### config.mk
export PLATFORM = sky130hd
export DESIGN_NAME = ysyx_24100006_icache
export DESIGN_NICKNAME = d
export VERILOG_FILES = /design/src/rtl/ysyx_24100006_icache.sv
export SDC_FILE = /design/constraint.sdc
export NUM_CORES = 2
export LEC_CHECK = 0
export CAP_MARGIN = 10
export CORE_ASPECT_RATIO = 0.5
export CORE_MARGIN = 5
export CORE_UTILIZATION = 40
export CTS_CLUSTER_DIAMETER = 60
export CTS_CLUSTER_SIZE = 14
export DETAILED_ROUTE_END_ITERATION = 8
export SLEW_MARGIN = 30
export SYNTH_ARGS = -nofsm -noshare
export SYNTH_HDL_FRONTEND = slang
export SYNTH_SLANG_ARGS = --single-unit
### constraint.sdc
create_clock -name clk_i -period 5.6 [get_ports clk_i]
set_input_delay 1.12 -clock clk_i [delete_from_list [all_inputs] [get_ports clk_i]]
set_output_delay 1.12 -clock clk_i [all_outputs]
set_load 0.01 [all_outputs]
### src/rtl/ysyx_24100006_icache.sv
// ysyx_24100006_icache
// Direct-mapped, read-only instruction cache between the IFU and an AXI4
// read slave. A hit answers one cycle after the request is accepted. A miss
// refills the whole line with a single INCR burst. fence_i drops every line.
//
// Ports
//   clk_i, reset_i            clock and synchronous active-high reset
//   req_valid_i/req_ready_o   IFU fetch request handshake (ready only in S_IDLE)
//   req_addr_i                fetch PC; bits [1:0] are ignored
//   resp_valid_o/resp_ready_i response handshake; the response holds until taken
//   resp_inst_o, resp_err_o   instruction word and refill error flag
//   fence_i_i                 one-cycle pulse that invalidates all lines
//   axi_ar*_o/axi_arready_i   refill read-address channel (one burst in flight)
//   axi_r*_i/axi_rready_o     refill read-data channel
module ysyx_24100006_icache #(
  parameter int LINE_WORDS = 4,
  parameter int SETS       = 16
) (
  input  logic        clk_i,
  input  logic        reset_i,
  input  logic        req_valid_i,
  output logic        req_ready_o,
  input  logic [31:0] req_addr_i,
  output logic        resp_valid_o,
  input  logic        resp_ready_i,
  output logic [31:0] resp_inst_o,
  output logic        resp_err_o,
  input  logic        fence_i_i,
  output logic [31:0] axi_araddr_o,
  output logic        axi_arvalid_o,
  input  logic        axi_arready_i,
  output logic [7:0]  axi_arlen_o,
  output logic [2:0]  axi_arsize_o,
  input  logic        axi_rvalid_i,
  output logic        axi_rready_o,
  input  logic [31:0] axi_rdata_i,
  input  logic [1:0]  axi_rresp_i,
  input  logic        axi_rlast_i
);

  localparam int WOFF_W = $clog2(LINE_WORDS);
  localparam int OFF_W  = WOFF_W + 2;
  localparam int IDX_W  = $clog2(SETS);
  localparam int TAG_W  = 32 - IDX_W - OFF_W;
  localparam logic [WOFF_W-1:0] LAST_BEAT = WOFF_W'(LINE_WORDS - 1);

  typedef enum logic [2:0] {
    S_IDLE,
    S_LOOKUP,
    S_REFILL_AR,
    S_REFILL_R,
    S_RESP
  } state_e;

  state_e             state_q, state_d;
  logic [31:2]        addr_q, addr_d;
  logic [SETS-1:0]    valid_q, valid_d;
  logic               resp_valid_q, resp_valid_d;
  logic [31:0]        resp_inst_q, resp_inst_d;
  logic               resp_err_q, resp_err_d;
  logic               arvalid_q, arvalid_d;
  logic [31:0]        araddr_q, araddr_d;
  logic               rready_q, rready_d;
  logic [WOFF_W-1:0]  beat_q, beat_d;
  logic               err_q, err_d;
  logic               fence_pend_q, fence_pend_d;

  logic [TAG_W-1:0]   tag_mem  [SETS];
  logic [31:0]        data_mem [SETS][LINE_WORDS];

  logic [WOFF_W-1:0]  off;
  logic [IDX_W-1:0]   idx;
  logic [TAG_W-1:0]   tag;
  logic               hit;
  logic               r_beat;
  logic               beat_err;
  logic               err_now;
  logic               line_we;
  logic               install;

  // The two low PC bits select a byte inside an instruction word and play no part.
  logic unused_addr_lsbs;
  assign unused_addr_lsbs = ^req_addr_i[1:0];

  assign off    = addr_q[OFF_W-1:2];
  assign idx    = addr_q[OFF_W+IDX_W-1:OFF_W];
  assign tag    = addr_q[31:OFF_W+IDX_W];
  assign hit    = valid_q[idx] && (tag_mem[idx] == tag);
  assign r_beat = axi_rvalid_i && rready_q;

  assign req_ready_o   = (state_q == S_IDLE);
  assign resp_valid_o  = resp_valid_q;
  assign resp_inst_o   = resp_inst_q;
  assign resp_err_o    = resp_err_q;
  assign axi_araddr_o  = araddr_q;
  assign axi_arvalid_o = arvalid_q;
  assign axi_arlen_o   = 8'(LINE_WORDS - 1);
  assign axi_arsize_o  = 3'b010;
  assign axi_rready_o  = rready_q;

  always_comb begin
    // NOTE: every signal written here gets a default first, so no path leaves
    // one unassigned and no latch can be inferred.
    state_d      = state_q;
    addr_d       = addr_q;
    valid_d      = valid_q;
    resp_valid_d = resp_valid_q;
    resp_inst_d  = resp_inst_q;
    resp_err_d   = resp_err_q;
    arvalid_d    = arvalid_q;
    araddr_d     = araddr_q;
    rready_d     = rready_q;
    beat_d       = beat_q;
    err_d        = err_q;
    fence_pend_d = fence_pend_q;
    line_we      = 1'b0;
    install      = 1'b0;
    beat_err     = 1'b0;
    err_now      = err_q;

    unique case (state_q)
      S_IDLE: begin
        if (req_valid_i) begin
          addr_d  = req_addr_i[31:2];
          state_d = S_LOOKUP;
        end
      end

      S_LOOKUP: begin
        if (hit) begin
          resp_inst_d  = data_mem[idx][off];
          resp_err_d   = 1'b0;
          resp_valid_d = 1'b1;
          state_d      = S_RESP;
        end else begin
          araddr_d     = {tag, idx, {OFF_W{1'b0}}};
          arvalid_d    = 1'b1;
          fence_pend_d = 1'b0;
          state_d      = S_REFILL_AR;
        end
      end

      S_REFILL_AR: begin
        if (axi_arready_i) begin
          arvalid_d = 1'b0;
          rready_d  = 1'b1;
          beat_d    = '0;
          err_d     = 1'b0;
          state_d   = S_REFILL_R;
        end
      end

      S_REFILL_R: begin
        if (r_beat) begin
          line_we = 1'b1;
          beat_d  = beat_q + 1'b1;
          if (beat_q == off) begin
            resp_inst_d = axi_rdata_i;
          end
          // A burst whose rlast does not land on the final word is a
          // protocol error: the line is incomplete or overwritten.
          beat_err = axi_rlast_i != (beat_q == LAST_BEAT);
          err_now  = err_q | (axi_rresp_i != 2'b00) | beat_err;
          err_d    = err_now;
          if (axi_rlast_i) begin
            rready_d     = 1'b0;
            resp_valid_d = 1'b1;
            resp_err_d   = err_now;
            state_d      = S_RESP;
            // A fence landing on the rlast cycle blocks install just like an
            // earlier one recorded in fence_pend_q.
            install      = !err_now && !fence_pend_q && !fence_i_i;
          end
        end
      end

      S_RESP: begin
        if (resp_ready_i) begin
          resp_valid_d = 1'b0;
          state_d      = S_IDLE;
        end
      end

      default: state_d = S_IDLE;
    endcase

    // The lookup above already used the pre-fence valid bits; the clear
    // only takes effect at the next edge.
    if (fence_i_i) begin
      valid_d = '0;
      if (state_q == S_REFILL_AR || state_q == S_REFILL_R) begin
        fence_pend_d = 1'b1;
      end
    end else if (install) begin
      valid_d[idx] = 1'b1;
    end
  end

  always_ff @(posedge clk_i) begin
    // NOTE: sequential state uses non-blocking assignments so every register
    // samples pre-edge values regardless of statement order.
    if (reset_i) begin
      state_q      <= S_IDLE;
      addr_q       <= '0;
      valid_q      <= '0;
      resp_valid_q <= 1'b0;
      resp_inst_q  <= '0;
      resp_err_q   <= 1'b0;
      arvalid_q    <= 1'b0;
      araddr_q     <= '0;
      rready_q     <= 1'b0;
      beat_q       <= '0;
      err_q        <= 1'b0;
      fence_pend_q <= 1'b0;
    end else begin
      state_q      <= state_d;
      addr_q       <= addr_d;
      valid_q      <= valid_d;
      resp_valid_q <= resp_valid_d;
      resp_inst_q  <= resp_inst_d;
      resp_err_q   <= resp_err_d;
      arvalid_q    <= arvalid_d;
      araddr_q     <= araddr_d;
      rready_q     <= rready_d;
      beat_q       <= beat_d;
      err_q        <= err_d;
      fence_pend_q <= fence_pend_d;
    end
  end

  // NOTE: tag and data arrays have no reset; the valid bits alone decide
  // whether their contents mean anything, which keeps them plain RAMs.
  always_ff @(posedge clk_i) begin
    if (line_we) begin
      data_mem[idx][beat_q] <= axi_rdata_i;
    end
    if (install) begin
      tag_mem[idx] <= tag;
    end
  end

endmodule
==> metrics.log <==
[metrics] number of buffers created by CTS: 210
[metrics] cell class contributing the biggest share of worst-path delay: simple AND/OR/NAND/NOR gates
[metrics] commonest cells after routing, fill and taps aside: 2432 x sky130_fd_sc_hd__edfxtp_1, 665 x sky130_fd_sc_hd__mux4_2, 216 x sky130_fd_sc_hd__clkbuf_16, 216 x sky130_fd_sc_hd__buf_4, 194 x sky130_fd_sc_hd__nand2_1
[metrics] Final Total Pwr: 37.0 mW
[metrics] path class of the lowest-slack min-delay path: reg2reg
[metrics] post-synth top area cell: sky130_fd_sc_hd__edfxtp_1
[metrics] pins over their slew limit: 0
[metrics] EDFF count, synth: roughly 2400
[metrics] Critical Path Source Type: register
[metrics] Max rail drop VDD: roughly 0.00029 V
[metrics] Max Used Layer: met4
[metrics] Vert. Die Dim: 361 um
[metrics] Total Wirelength: about 260000 um
[metrics] antenna violations before repair: 7
[metrics] max-cap viol count: 0
[metrics] count of cell types in the netlist: 73
[metrics] largest cells by area after synthesis: sky130_fd_sc_hd__edfxtp_1 74%, sky130_fd_sc_hd__mux4_2 15%, sky130_fd_sc_hd__dfxtp_1 2.5%, sky130_fd_sc_hd__mux2i_1 1.4%, sky130_fd_sc_hd__nor2_1 0.86%
[metrics] post-synth design cell area: roughly 99000 um2
[metrics] maximum fanout along the worst path: 45
[metrics] CTS-repair resized insts: 0
[metrics] violation count after the first detailed-route iteration: slightly below 6000
[metrics] DRC viols: 0
[metrics] final clock period utilization by the worst path: between 80% and 90%
[metrics] port buffer count: 136
[metrics] total global routing overflow: 0
[metrics] arrival time of data at the critical path endpoint: between 5 and 6 ns
[metrics] setup repair after global routing missed its margin: false
[metrics] pin count of the biggest net entering global routing: around 130
[metrics] area delta synth->final: 12.4%
[metrics] clock tree from TritonCTS: yes
[metrics] antenna violation net count after detailed routing: 0
[metrics] routed metal-1 wire length: 106000 um
[metrics] number of global-route vias before repair: 49000
[metrics] cell repeated most along the worst path: sky130_fd_sc_hd__nand4_1
[metrics] average vias per placed instance: 5.87
[metrics] Achievable Freq: around 210 MHz
[metrics] Final Hold Vio Count: 0
[metrics] global-route usage over all layers: 20.0%
[metrics] largest stage delay on the critical path: 0.89 ns
[metrics] leakage power figure: 33.5 nW
[metrics] Relative slew margins: 28.3%
[metrics] routed wire length per instance: between 30 and 40 um
[metrics] io pins: ~150
[metrics] number of fill cells: between 20000 and 25000
[metrics] power density normalized to cell area: 334 nW/um2
[metrics] setup slack after layout: 0.843 ns
[metrics] critical-path cell with the highest stage delay: sky130_fd_sc_hd__dfxtp_4
[metrics] average instance area after synthesis: 21.5 um2
[metrics] register area: approximately 75000 um2
[metrics] clock-pin slew on the worst setup and hold paths: approximately 0.070 ns
[metrics] number of sinks handled by clock tree synthesis: around 2600
[metrics] clock latency on the worst-skew pair: 0.87 ns
[metrics] final core area utilization: approximately 45%
[metrics] Post-DP HPWL: ~150000 um
[metrics] core outline area: 244000 um2
[metrics] count of hold buffers inserted by post-cts repair: 0
[metrics] area of the multi-input gates: 22200 um2
[metrics] FFs w/ async S/R, synth: 0%
[metrics] Clock Root Buffer: sky130_fd_sc_hd__clkbuf_16
[metrics] Routability Congestion: 0.818
[metrics] number of storage elements in the synthesis netlist: around 2600
[metrics] setup total negative slack: 0 ns
[metrics] row count: approximately 130
[metrics] area of the die: roughly 260000 um2
[metrics] Initial Utilization: around 40%
[metrics] routed vias: a little under 50000
[metrics] Worst Path Buf+Inv: 1
[metrics] metal3 WL: roughly 22000 um
[metrics] detailed-router iteration count before antenna repair: 5
[metrics] layout cells sized above 1: approximately 26%
[metrics] Worst Path Class, Setup: reg2reg
[metrics] synthesized instance count: 4575
[metrics] Post-CTS Setup Repair Bufs: 0
[metrics] Place WS: 0.773 ns
[metrics] leading cell type in the layout, fill and taps excluded: sky130_fd_sc_hd__edfxtp_1
[metrics] cells along the critical path: buf_4 > nand2b_1 > o22ai_1 > a311o_1 > nand4_1 > nor4_1 > nand4_1 > or3_1 > nand2_2 > mux2_2
[metrics] status: finished, final reports clean
[metrics] wire length of the first global-routing pass: between 300000 and 400000 um
[metrics] Critical Path Sink Type: register
[metrics] final-stage net count: approximately 5000
[metrics] time the final worst path needs with I/O delays and setup: ~4.8 ns
[metrics] Data required, critical path: between 6 and 7 ns
[metrics] total setup violations reported at the end of the flow: 0
[metrics] met2 WL post-DR: 125000 um
[metrics] Yosys warning count: 0
[metrics] post-route worst hold slack: 0.463 ns
[metrics] share of the synthesized area in the top cell type: about three quarters
[metrics] maximum clock insertion buffer count: 4
[metrics] post-route clock skew: between 0.07 and 0.08 ns
[metrics] slew of the pin with the lowest slew margin: approximately 1.1 ns
[metrics] part of the Yosys area used for sequential elements: 76.6%
[metrics] main flop type after synthesis: sky130_fd_sc_hd__edfxtp_1
[metrics] overall die width: just over 700 um
[metrics] H-tree Lvls: 4
-- cells by family (layout without fill, tap and decap cells) --
logic type,count (synthesis),in the layout,share of synthesized area [%]
DFF,2553,2553,76.6
muxes,828,828,16.9
other,2,16,0.00762
and+or+nand+nor,624,624,2.80
buffers and inverters,279,688,1.62
xor gates and xnor gates,25,25,0.222
adders and majority gates,4,4,0.0508
AOI/OAI and AO/OA,260,260,1.80
-- through the flow --
step | area, um2 | instances
floorplan | 98600 | 4588
global route | 111000 | 8247
detailed placement | 105000 | 7937
global placement | 105000 | 7935
finish | 111000 | 8248
CTS | 111000 | 8245
-- area by class of cell --
type                            count  share of cell area [%]
Clock buffer                      301                    5.17
Antenna cell                        1                 0.00226
Clock inverter                      7                  0.0633
Timing Repair Buffer              370                    2.91
Multi-Input combinational cell   1756                    20.0
Inverter                           10                  0.0418
Sequential cell                  2553                    68.1
Tap cell                         3250                    3.67
-- flip-flops by register name (all words and copies together), names as in the netlist, named ones only --
| signal | flops |
|---|---|
| fence_pend_q | 1 |
| data_mem | 2048 |
| tag_mem | 384 |
| axi_araddr_o | 28 |
| valid_q | 16 |
| resp_inst_o | 32 |
| addr_q | 30 |
| err_q | 1 |
| axi_rready_o | 1 |
| beat_q | 2 |
| axi_arvalid_o | 1 |
| state_q | 3 |
| resp_valid_o | 1 |
| resp_err_o | 1 |
-- synthesized netlist by cell type, types with 13 or more instances --
library cell and instances:
sky130_fd_sc_hd__nor2_1 225, sky130_fd_sc_hd__buf_1 13, sky130_fd_sc_hd__nor3_1 41, sky130_fd_sc_hd__a211oi_1 34, sky130_fd_sc_hd__buf_2 75, sky130_fd_sc_hd__edfxtp_1 2432
sky130_fd_sc_hd__a21oi_1 64, sky130_fd_sc_hd__clkbuf_1 86, sky130_fd_sc_hd__buf_4 74, sky130_fd_sc_hd__nand2_1 194, sky130_fd_sc_hd__o21a_1 19, sky130_fd_sc_hd__nor2b_1 30
sky130_fd_sc_hd__a311oi_1 25, sky130_fd_sc_hd__mux4_2 665, sky130_fd_sc_hd__a221oi_1 15, sky130_fd_sc_hd__nand3_1 66, sky130_fd_sc_hd__o21ai_0 25, sky130_fd_sc_hd__nand2b_1 14
sky130_fd_sc_hd__xor2_1 14, sky130_fd_sc_hd__mux2i_1 140, sky130_fd_sc_hd__o22ai_1 40, sky130_fd_sc_hd__mux2_2 20, sky130_fd_sc_hd__dfxtp_1 121, sky130_fd_sc_hd__buf_6 16
-- path summary, 6_finish.rpt --
check / endpoint / slack [ns] / from / depth (start not counted)
setup / recovery: resp_inst_o[11]$_SDFFE_PP0P_ / 0.84 / register / 10
hold / removal: valid_q[7]$_SDFFE_PP0P_ / 0.46 / valid_q[7]$_SDFFE_PP0P_ / 1
setup reg to reg: resp_inst_o[11]$_SDFFE_PP0P_ / 0.84 / register / 10
hold reg to reg: valid_q[7]$_SDFFE_PP0P_ / 0.46 / valid_q[7]$_SDFFE_PP0P_ / 1
-- worst reg2reg max path: cells and delay by family, from the launching register on --
family / cells / cell delay, ns
muxes: 1 / 0.39
and+or+nand+nor: 6 / 2.47
buffers and inverters: 1 / 0.35
DFF: 1 / 0.89
AOI/OAI and AO/OA: 2 / 0.60
-- routing by layer --
| layer | GRT usage, % | vias to the layer above |
|---|---|---|
| li1 | - | 19600 |
| met1 | 27.8 | 26300 |
| met2 | 32.1 | 2174 |
| met3 | 4.10 | 375 |
| met4 | 5.95 | 0 |
| met5 | 0 | - |
-- power by group --
part / switching, mW / leakage [nW] / internal (mW)
sequential: 0.119 / 23.0 / 20.9
clock: 6.41 / 2.79 / 7.01
combinational: 1.52 / 7.70 / 0.979
total: 8.05 / 33.5 / 28.9
Power figures use the tool's default switching activity.
